===== config.mk =====
export PLATFORM = sky130hd
export DESIGN_NAME = mem_port_arbiter
export DESIGN_NICKNAME = d
export VERILOG_FILES = /design/src/rtl/mem_port_arbiter.sv
export SDC_FILE = /design/constraint.sdc
export NUM_CORES = 1
export LEC_CHECK = 0
export CAP_MARGIN = 20
export CORE_AREA = 2 2 117 119
export DETAILED_ROUTE_END_ITERATION = 12
export DIE_AREA = 0 0 119 121
export PLACE_DENSITY_LB_ADDON = 0.15
export SLEW_MARGIN = 10
export SYNTH_ARGS = -nofsm -noshare
export SYNTH_HDL_FRONTEND = slang
export SYNTH_SLANG_ARGS = --single-unit

===== constraint.sdc =====
create_clock -name clk -period 2.5 [get_ports clk]
set_input_delay 0.5 -clock clk [delete_from_list [all_inputs] [get_ports clk]]
set_output_delay 0.5 -clock clk [all_outputs]
set_load 0.02 [all_outputs]

===== src/rtl/mem_port_arbiter.sv =====
// mem_port_arbiter
//   Shares one synchronous-read, single-port data memory between two
//   requesters: port 0 (core data load/store traffic) and port 1 (program
//   loader / debug access). Arbitration is round-robin. A port may ask to
//   keep the grant (lock) so that multi-beat loader bursts stay contiguous.
//   While the other port is waiting, a lock is honoured for at most
//   MAX_LOCK consecutive grants.
//
// Ports
//   clk, reset            system clock, synchronous active-high reset
//   req0/1, we0/1         access request and write enable per port
//   lock0/1               ask to keep the grant on the next cycle
//   addr0/1, wdata0/1     byte address and write data per port
//   gnt0/1                access accepted this cycle (combinational)
//   rvalid0/1, rdata0/1   read return, one cycle after a granted read
//   mem_en/we/addr/wdata  memory strobe and muxed request fields
//   mem_rdata             memory read data, valid the cycle after a read
module mem_port_arbiter #(
  parameter int AW       = 32,
  parameter int DW       = 32,
  parameter int MAX_LOCK = 8
) (
  input  logic          clk,
  input  logic          reset,
  input  logic          req0,
  input  logic          req1,
  input  logic          we0,
  input  logic          we1,
  input  logic          lock0,
  input  logic          lock1,
  input  logic [AW-1:0] addr0,
  input  logic [AW-1:0] addr1,
  input  logic [DW-1:0] wdata0,
  input  logic [DW-1:0] wdata1,
  output logic          gnt0,
  output logic          gnt1,
  output logic          rvalid0,
  output logic          rvalid1,
  output logic [DW-1:0] rdata0,
  output logic [DW-1:0] rdata1,
  output logic          mem_en,
  output logic          mem_we,
  output logic [AW-1:0] mem_addr,
  output logic [DW-1:0] mem_wdata,
  input  logic [DW-1:0] mem_rdata
);

  localparam int CW = $clog2(MAX_LOCK + 1);
  localparam logic [CW-1:0] LOCK_LIMIT = CW'(MAX_LOCK);

  // State records which port was granted last cycle (or none).
  typedef enum logic [1:0] {
    ST_IDLE = 2'd0,
    ST_OWN0 = 2'd1,
    ST_OWN1 = 2'd2
  } state_t;

  state_t          state_reg, state_next;
  logic            last_gnt_reg, last_gnt_next;
  logic            lock_hold_reg, lock_hold_next;   // lock bit of last grant
  logic [CW-1:0]   lock_cnt_reg, lock_cnt_next;
  logic            rd_pend_reg, rd_pend_next;
  logic            rd_port_reg, rd_port_next;

  logic            g0, g1;
  logic            lock_force0, lock_force1;
  logic            held_same;     // grant stays with last cycle's holder
  logic            grant_lock;    // lock request of the port granted now
  logic            other_req;     // the non-granted port is waiting
  logic [CW-1:0]   cnt_base;

  // ------------------------------------------------------------------
  // Grant selection and next-state logic
  // ------------------------------------------------------------------
  always_comb begin
    g0             = 1'b0;
    g1             = 1'b0;
    lock_force0    = 1'b0;
    lock_force1    = 1'b0;
    held_same      = 1'b0;
    grant_lock     = 1'b0;
    other_req      = 1'b0;
    cnt_base       = '0;
    state_next     = ST_IDLE;
    last_gnt_next  = last_gnt_reg;
    lock_hold_next = 1'b0;
    lock_cnt_next  = '0;
    rd_pend_next   = 1'b0;
    rd_port_next   = rd_port_reg;

    if (!reset) begin
      // A lock only binds when the holder granted last cycle asked for it
      // and is still requesting.
      lock_force0 = (state_reg == ST_OWN0) && lock_hold_reg && req0;
      lock_force1 = (state_reg == ST_OWN1) && lock_hold_reg && req1;

      if (lock_force0) begin
        if (req1 && (lock_cnt_reg >= LOCK_LIMIT)) g1 = 1'b1;
        else                                      g0 = 1'b1;
      end else if (lock_force1) begin
        if (req0 && (lock_cnt_reg >= LOCK_LIMIT)) g0 = 1'b1;
        else                                      g1 = 1'b1;
      end else if (req0 && req1) begin
        // Tie: the port that was not served most recently wins.
        if (last_gnt_reg) g0 = 1'b1;
        else              g1 = 1'b1;
      end else if (req0) begin
        g0 = 1'b1;
      end else if (req1) begin
        g1 = 1'b1;
      end
    end

    // FSM and priority bookkeeping
    if (g0) begin
      state_next     = ST_OWN0;
      last_gnt_next  = 1'b0;
      lock_hold_next = lock0;
    end else if (g1) begin
      state_next     = ST_OWN1;
      last_gnt_next  = 1'b1;
      lock_hold_next = lock1;
    end

    // Lock counter: counts locked grants made while the other port waits,
    // including the first grant of a run, so MAX_LOCK is the number of
    // contended grants the holder receives before being preempted.
    held_same  = (g0 && (state_reg == ST_OWN0)) || (g1 && (state_reg == ST_OWN1));
    grant_lock = g0 ? lock0 : lock1;
    other_req  = g0 ? req1  : req0;
    cnt_base   = held_same ? lock_cnt_reg : '0;
    if ((g0 || g1) && grant_lock) begin
      if (!other_req)                  lock_cnt_next = cnt_base;
      else if (cnt_base != LOCK_LIMIT) lock_cnt_next = cnt_base + 1'b1;
      else                             lock_cnt_next = cnt_base;
    end

    // Read tracking: a granted read returns exactly one cycle later.
    if (g0 && !we0) begin
      rd_pend_next = 1'b1;
      rd_port_next = 1'b0;
    end else if (g1 && !we1) begin
      rd_pend_next = 1'b1;
      rd_port_next = 1'b1;
    end
  end

  // ------------------------------------------------------------------
  // State registers
  // ------------------------------------------------------------------
  always_ff @(posedge clk) begin
    if (reset) begin
      state_reg     <= ST_IDLE;
      last_gnt_reg  <= 1'b1;   // port 0 wins the first tie
      lock_hold_reg <= 1'b0;
      lock_cnt_reg  <= '0;
      rd_pend_reg   <= 1'b0;   // any in-flight read is dropped
      rd_port_reg   <= 1'b0;
    end else begin
      state_reg     <= state_next;
      last_gnt_reg  <= last_gnt_next;
      lock_hold_reg <= lock_hold_next;
      lock_cnt_reg  <= lock_cnt_next;
      rd_pend_reg   <= rd_pend_next;
      rd_port_reg   <= rd_port_next;
    end
  end

  // ------------------------------------------------------------------
  // Outputs
  // ------------------------------------------------------------------
  assign gnt0      = g0;
  assign gnt1      = g1;
  assign mem_en    = g0 | g1;
  assign mem_we    = g0 ? we0    : (g1 ? we1    : 1'b0);
  assign mem_addr  = g0 ? addr0  : (g1 ? addr1  : '0);
  assign mem_wdata = g0 ? wdata0 : (g1 ? wdata1 : '0);

  // The pending flag is gated by reset so a read granted in the cycle
  // before reset asserts never shows up as a return.
  assign rvalid0 = rd_pend_reg && !rd_port_reg && !reset;
  assign rvalid1 = rd_pend_reg &&  rd_port_reg && !reset;
  assign rdata0  = rvalid0 ? mem_rdata : '0;
  assign rdata1  = rvalid1 ? mem_rdata : '0;

endmodule


Yosys cells after proc, flatten, opt, wreduce, memory -nomap -nowiden
Index checks and enable logic that the tools add are counted.

Output and inout port bits: 134. Bits of input ports: 168. Bits in registers: 10.

$lt $le $gt $ge: 1. Reductions and logical operators: 26. Add/sub/neg operators: 1. Multiplexer cells: 38. Bitwise operators: 2. Equality and inequality tests: 3.

Operator list (count): 2-to-1 mux 32 bit (6); 2-to-1 mux 1 bit (28); logical AND 1 bit (16); 2-to-1 mux 4 bit (3); OR reduction 2 bit (3); adder 4 x 1 -> 4 bit, second input constant (1); >= comparator 4 bit, second input constant (1); zero test 1 bit (4); != test 4 bit, second input constant (1); equality test 2 x 1 -> 1 bit, second input constant (1); equality test 2 bit, second input constant (1); logical OR 1 bit (2); 2-to-1 mux 2 bit (1); nonzero test 2 bit (1); inverter 1 bit (1); OR 1 bit (1).

Longest topological paths before layout
Word-level depth: 12. Depth in mapped cells: 6. Mapped depth without buffers: 5.

Least setup slack after synthesis
No wires, ideal clock.

Path kind: input -> output. Start point: input reset. End point: output mem_wdata[10]. Stages on the path: 6. Required time: 2.000 ns. Slack: 0.042 ns. Data arrival time: 1.958 ns. Path buffers: 3. Path through: clkbuf_1 nor3_1 a31o_2 clkbuf_1 buf_1 a22o_1.

Longest elaborated chain between the ends: 3. Elaborated cells between the ends (all ways): 4. Classes of those cells: mux: 4.

RTL lines: from (decl) (RTL line 24) `input logic reset,`; 2-to-1 mux 1 bit (RTL line 91) `if (!reset) begin`; 2-to-1 mux 32 bit (RTL line 177) `assign mem_wdata = g0 ? wdata0 : (g1 ? wdata1 : '0);`; 2-to-1 mux 32 bit (*) (RTL line 177); to (decl) (RTL line 44) `output logic [DW-1:0] mem_wdata,`.

Every way passes the cells marked *; elsewhere a longest branch is shown, timed or not.

Final worst setup path
Start point: register state_reg[0]. End point: output mem_addr[19].

Longest elaborated chain between the ends: 8. Elaborated cells between the ends (all ways): 14. Classes of those cells: eq/ne: 2; mux: 8; reduce/logical: 4.

RTL lines: from (decl) (RTL line 58) `state_t state_reg, state_next;`; from (signal assigned) (RTL line 160) `state_reg <= state_next;`; equality test 2 bit (RTL line 95) `lock_force1 = (state_reg == ST_OWN1) && lock_hold_reg && req1;`; logical AND 1 bit (2 in series) (RTL line 95); 2-to-1 mux 1 bit (RTL line 100) `end else if (lock_force1) begin`; 2-to-1 mux 1 bit (RTL line 97) `if (lock_force0) begin`; 2-to-1 mux 1 bit (RTL line 91); 2-to-1 mux 32 bit (RTL line 176) `assign mem_addr = g0 ? addr0 : (g1 ? addr1 : '0);`; 2-to-1 mux 32 bit (*) (RTL line 176); to (decl) (RTL line 43) `output logic [AW-1:0] mem_addr,`.

Marks and branches as above.

==> reports/qor.tcl <==
set qor(outcome) {finished, violations left}
set qor(min-delay-path-class) {flop to flop}
set qor(grt_start_max_net_pins) 34
set qor(grt_first_pass_wirelength_um) 17390
set qor(die_height_um) 121
set qor(synth_fa_ha_area_frac) 0
set qor(detail-route-antenna-nets) 0
set qor(worst_setup_hold_path_clk_slew_ns) 0.05
set qor(synth_enable_flop_cells) 0
set qor(fp.dieW_um) 119
set qor(final.setup.worst_slack_ns) -0.05144
set qor(ys.warnings.count) 0
set qor(place.port_buffers) 301
set qor(grt_overflow) 0
set qor(clock_root_buffer_master) {clkbuf_16}
set qor(totalWireLength_um) 12190
set qor(synth_top_family_by_area) {compound AO/OA/AOI/OAI gates}
set qor(dp.final_hpwl_um) 9500
set qor(initial_core_util) 0.1220
set qor(worstSkewPairLatency_ns) 0.24
set qor(drv_cap) 0
set qor(dr.pass1.iters) 4
set qor(p_int_mw) 1.012
set qor(share_seq_of_total_power) 0.118
set qor(cp_arrival_ns) 2.05
set qor(final-seq-area_um2) 205.2
set qor(sw_frac_of_total) 0.3242
set qor(setup.worst_path.end_class) {output pin}
set qor(cts_tree) {done}
set qor(syn_to_final_growth_pct) 239.2
set qor(layout_worst_path_cycle_share) 1.021
set qor(clock_tree.buffer_depth) 2
set qor(multi_input_comb_area_um2) 1339
set qor(final_nets) 703
set qor(cts_buffers) 3
set qor(worstMarginPinSlew_ns) 0.4447
set qor(crit_slowest_cell) {dfxtp_4}
set qor(ys.flop_type) {dfxtp_1}
set qor(pnr_total_power_mw) 1.498
set qor(yosys.area_share.xor_xnor) 0.01646
set qor(synthSimpleGateAreaFrac) 0.3542
set qor(clock-sinks) 10
set qor(violations) {negative setup slack}
set qor(fin_crit_ns) 2.551
set qor(gp_congestion) 0.8181
set qor(n_fill_cell) 1306
set qor(detail_route.iter0.violations) 98
set qor(synthDistinctLibCells) 34
set qor(synth_mux_area_frac) 0
set qor(slew_headroom) 0.7035
set qor(synth_async_sr_flop_share) 0
set qor(p_per_area_nw_per_um2) 276.6
set qor(leakagePower_nw) 2.551
set qor(synthCells) 212
set qor(path_class) {flop to output pin}
set qor(ff_latch_count_synth) 10
set qor(net-switching-power_mw) 0.4856
set qor(max_freq_ghz) 0.3919
set qor(clkPwrFrac) 0.216
set qor(setup_viol_count_final) 30
set qor(required_time_of_the_critical_path_ns) 2.00
set qor(startpoint_type) {flop}
set qor(antenna_found_initial) 1
set qor(critical_path.max_fanout) 11
set qor(layout-drive-gt1-share) 0.2322
set qor(holdWs_ns) 0.5436
set qor(timing.final.max_slew_violations) 0
set qor(mostFrequentLayoutCell) {clkdlybuf4s50_1}
set qor(first_global_vias) 3115
set qor(fp-row-count) 42
set qor(setup_repair_after_global_routing_missed_its_margin) {yes}
set qor(wire_per_inst_um) 17.15
set qor(worst_ir_drop_vdd_mv) 0.1389
set qor(grt_usage) 0.1560
set qor(complex_gate_fraction_of_the_synthesized_area) 0.4412
set qor(seq_area_frac_synth) 0.1254
set qor(fin_skew_ns) 0.005517
set qor(synth.cell_area_um2) 1597
set qor(final_hold_viol_count) 0
set qor(avgViaCountPerCell) 4.224
set qor(floorplan.core_area_um2) 13090
set qor(synthesis.area_per_instance_um2) 7.531
set qor(cts.htree.levels) 1
set qor(number_of_flip_flops_in_the_largest_register) 4
set qor(drc) 0
set qor(dieArea_um2) 14400
set qor(cpPeakStageDelay_ns) 0.35
set qor(route.vias.total) 3003
set qor(mostFrequentLayoutCells) {164 x clkdlybuf4s50_1, 66 x dlygate4sd2_1, 64 x and2_1, 64 x a22o_1, 61 x buf_6}
set qor(worstPathCellList) {nand4b_1 > a21o_1 > a311oi_4 > buf_6 > buf_12 > buf_12 > buf_16 > a22o_1 > buf_6}
set qor(synthesis.nets) 380
set qor(part_of_the_total_power_dissipated_in_combinational_logic) 0.666
set qor(number_of_top_level_pins) 302
[timing repair]
item	CTS	global route
hold buffers	0	0
resized for setup	432	53
setup endpoints to repair	132	67
cloned	5	2
pin swaps	33	30
setup buffers	11	2
[synth_stat cells (all sizes together), types with 2 or more instances]
cell / number / area [µm²]
a22o: 65 / 569.3
and2: 64 / 400.4
clkbuf: 17 / 63.81
dfxtp: 10 / 200.2
nor2: 5 / 18.77
buf: 4 / 21.27
inv: 4 / 15.01
nor3: 4 / 20.02
nand2: 3 / 11.26
nor2b: 3 / 18.77
xor2: 3 / 26.28
a21oi: 2 / 10.01
a311oi: 2 / 35.04
a31o: 2 / 17.52
a31oi: 2 / 12.51
nand2b: 2 / 12.51
nand3: 2 / 10.01
nand4: 2 / 12.51
nand4b: 2 / 17.52
nor3b: 2 / 15.01
o21ai: 2 / 10.01
[worst paths after layout]
check               start             to  cells past startpoint  slack [ns]
min          last_gnt_reg   last_gnt_reg                      2        0.54
max          state_reg[0]   mem_addr[19]                      9       -0.05
max reg2reg  state_reg[1]  lock_hold_reg                     10        0.38
min reg2reg  last_gnt_reg   last_gnt_reg                      2        0.54
[stage by stage]
stage | cells | util | TNS, ns | area, µm² | setup slack, ns
global placement | 688 | 0.3785 | -76.24 | 4952 | -0.8605
CTS | 707 | 0.3961 | -1.239 | 5182 | -0.07434
finish | 711 | 0.4138 | -0.8702 | 5415 | -0.05144
detailed placement | 688 | 0.3785 | -78.08 | 4952 | -0.8786
global route | 711 | 0.4138 | -3.335 | 5415 | -0.1242
floorplan | 212 | - | 0 | 1597 | 0.04238
[per-layer routing]
layer,vias up,part of all wire,GRT usage
met3,8,0.095,0.04699
met4,0,0.012,0.03199
li1,1450,-,-
met5,-,0,0
met2,186,0.54,0.3060
met1,1359,0.35,0.1626
[cell type report]
cell class | instances | area share
tap | 176 | 0.04067
antenna | 1 | 0.0004621
timing repair buffer | 339 | 0.6546
inverter | 4 | 0.002773
clock buffer | 4 | 0.01640
multi-input combinational | 177 | 0.2472
sequential | 10 | 0.03789
[power groups by stage]
stage	Clock (mW)	Sequential, mW	Combinational (mW)
3_5_place_dp	0	0.178	0.876
3_3_place_gp	0	0.178	0.876
4_1_cts	0.331	0.176	0.939
2_1_floorplan	0	0.177	0.324
6_report	0.324	0.177	0.997
5_1_grt	0.340	0.178	1.05
[logic make-up (layout without fill, tap and decap cells)]
kind of cell,Yosys count,count (layout)
buf+inv,25,347
compound gates,81,81
flops,10,10
simple gates,93,93
other cells,0,1
xor+xnor,3,3
[critical path: cells and delay by family, from the launching register on]
family	cells	cell delay [ns]
compound gates	3	0.64
buf+inv	5	0.65
flops	1	0.35
simple gates	1	0.17
No activity file was read; power rests on OpenSTA's default activity.
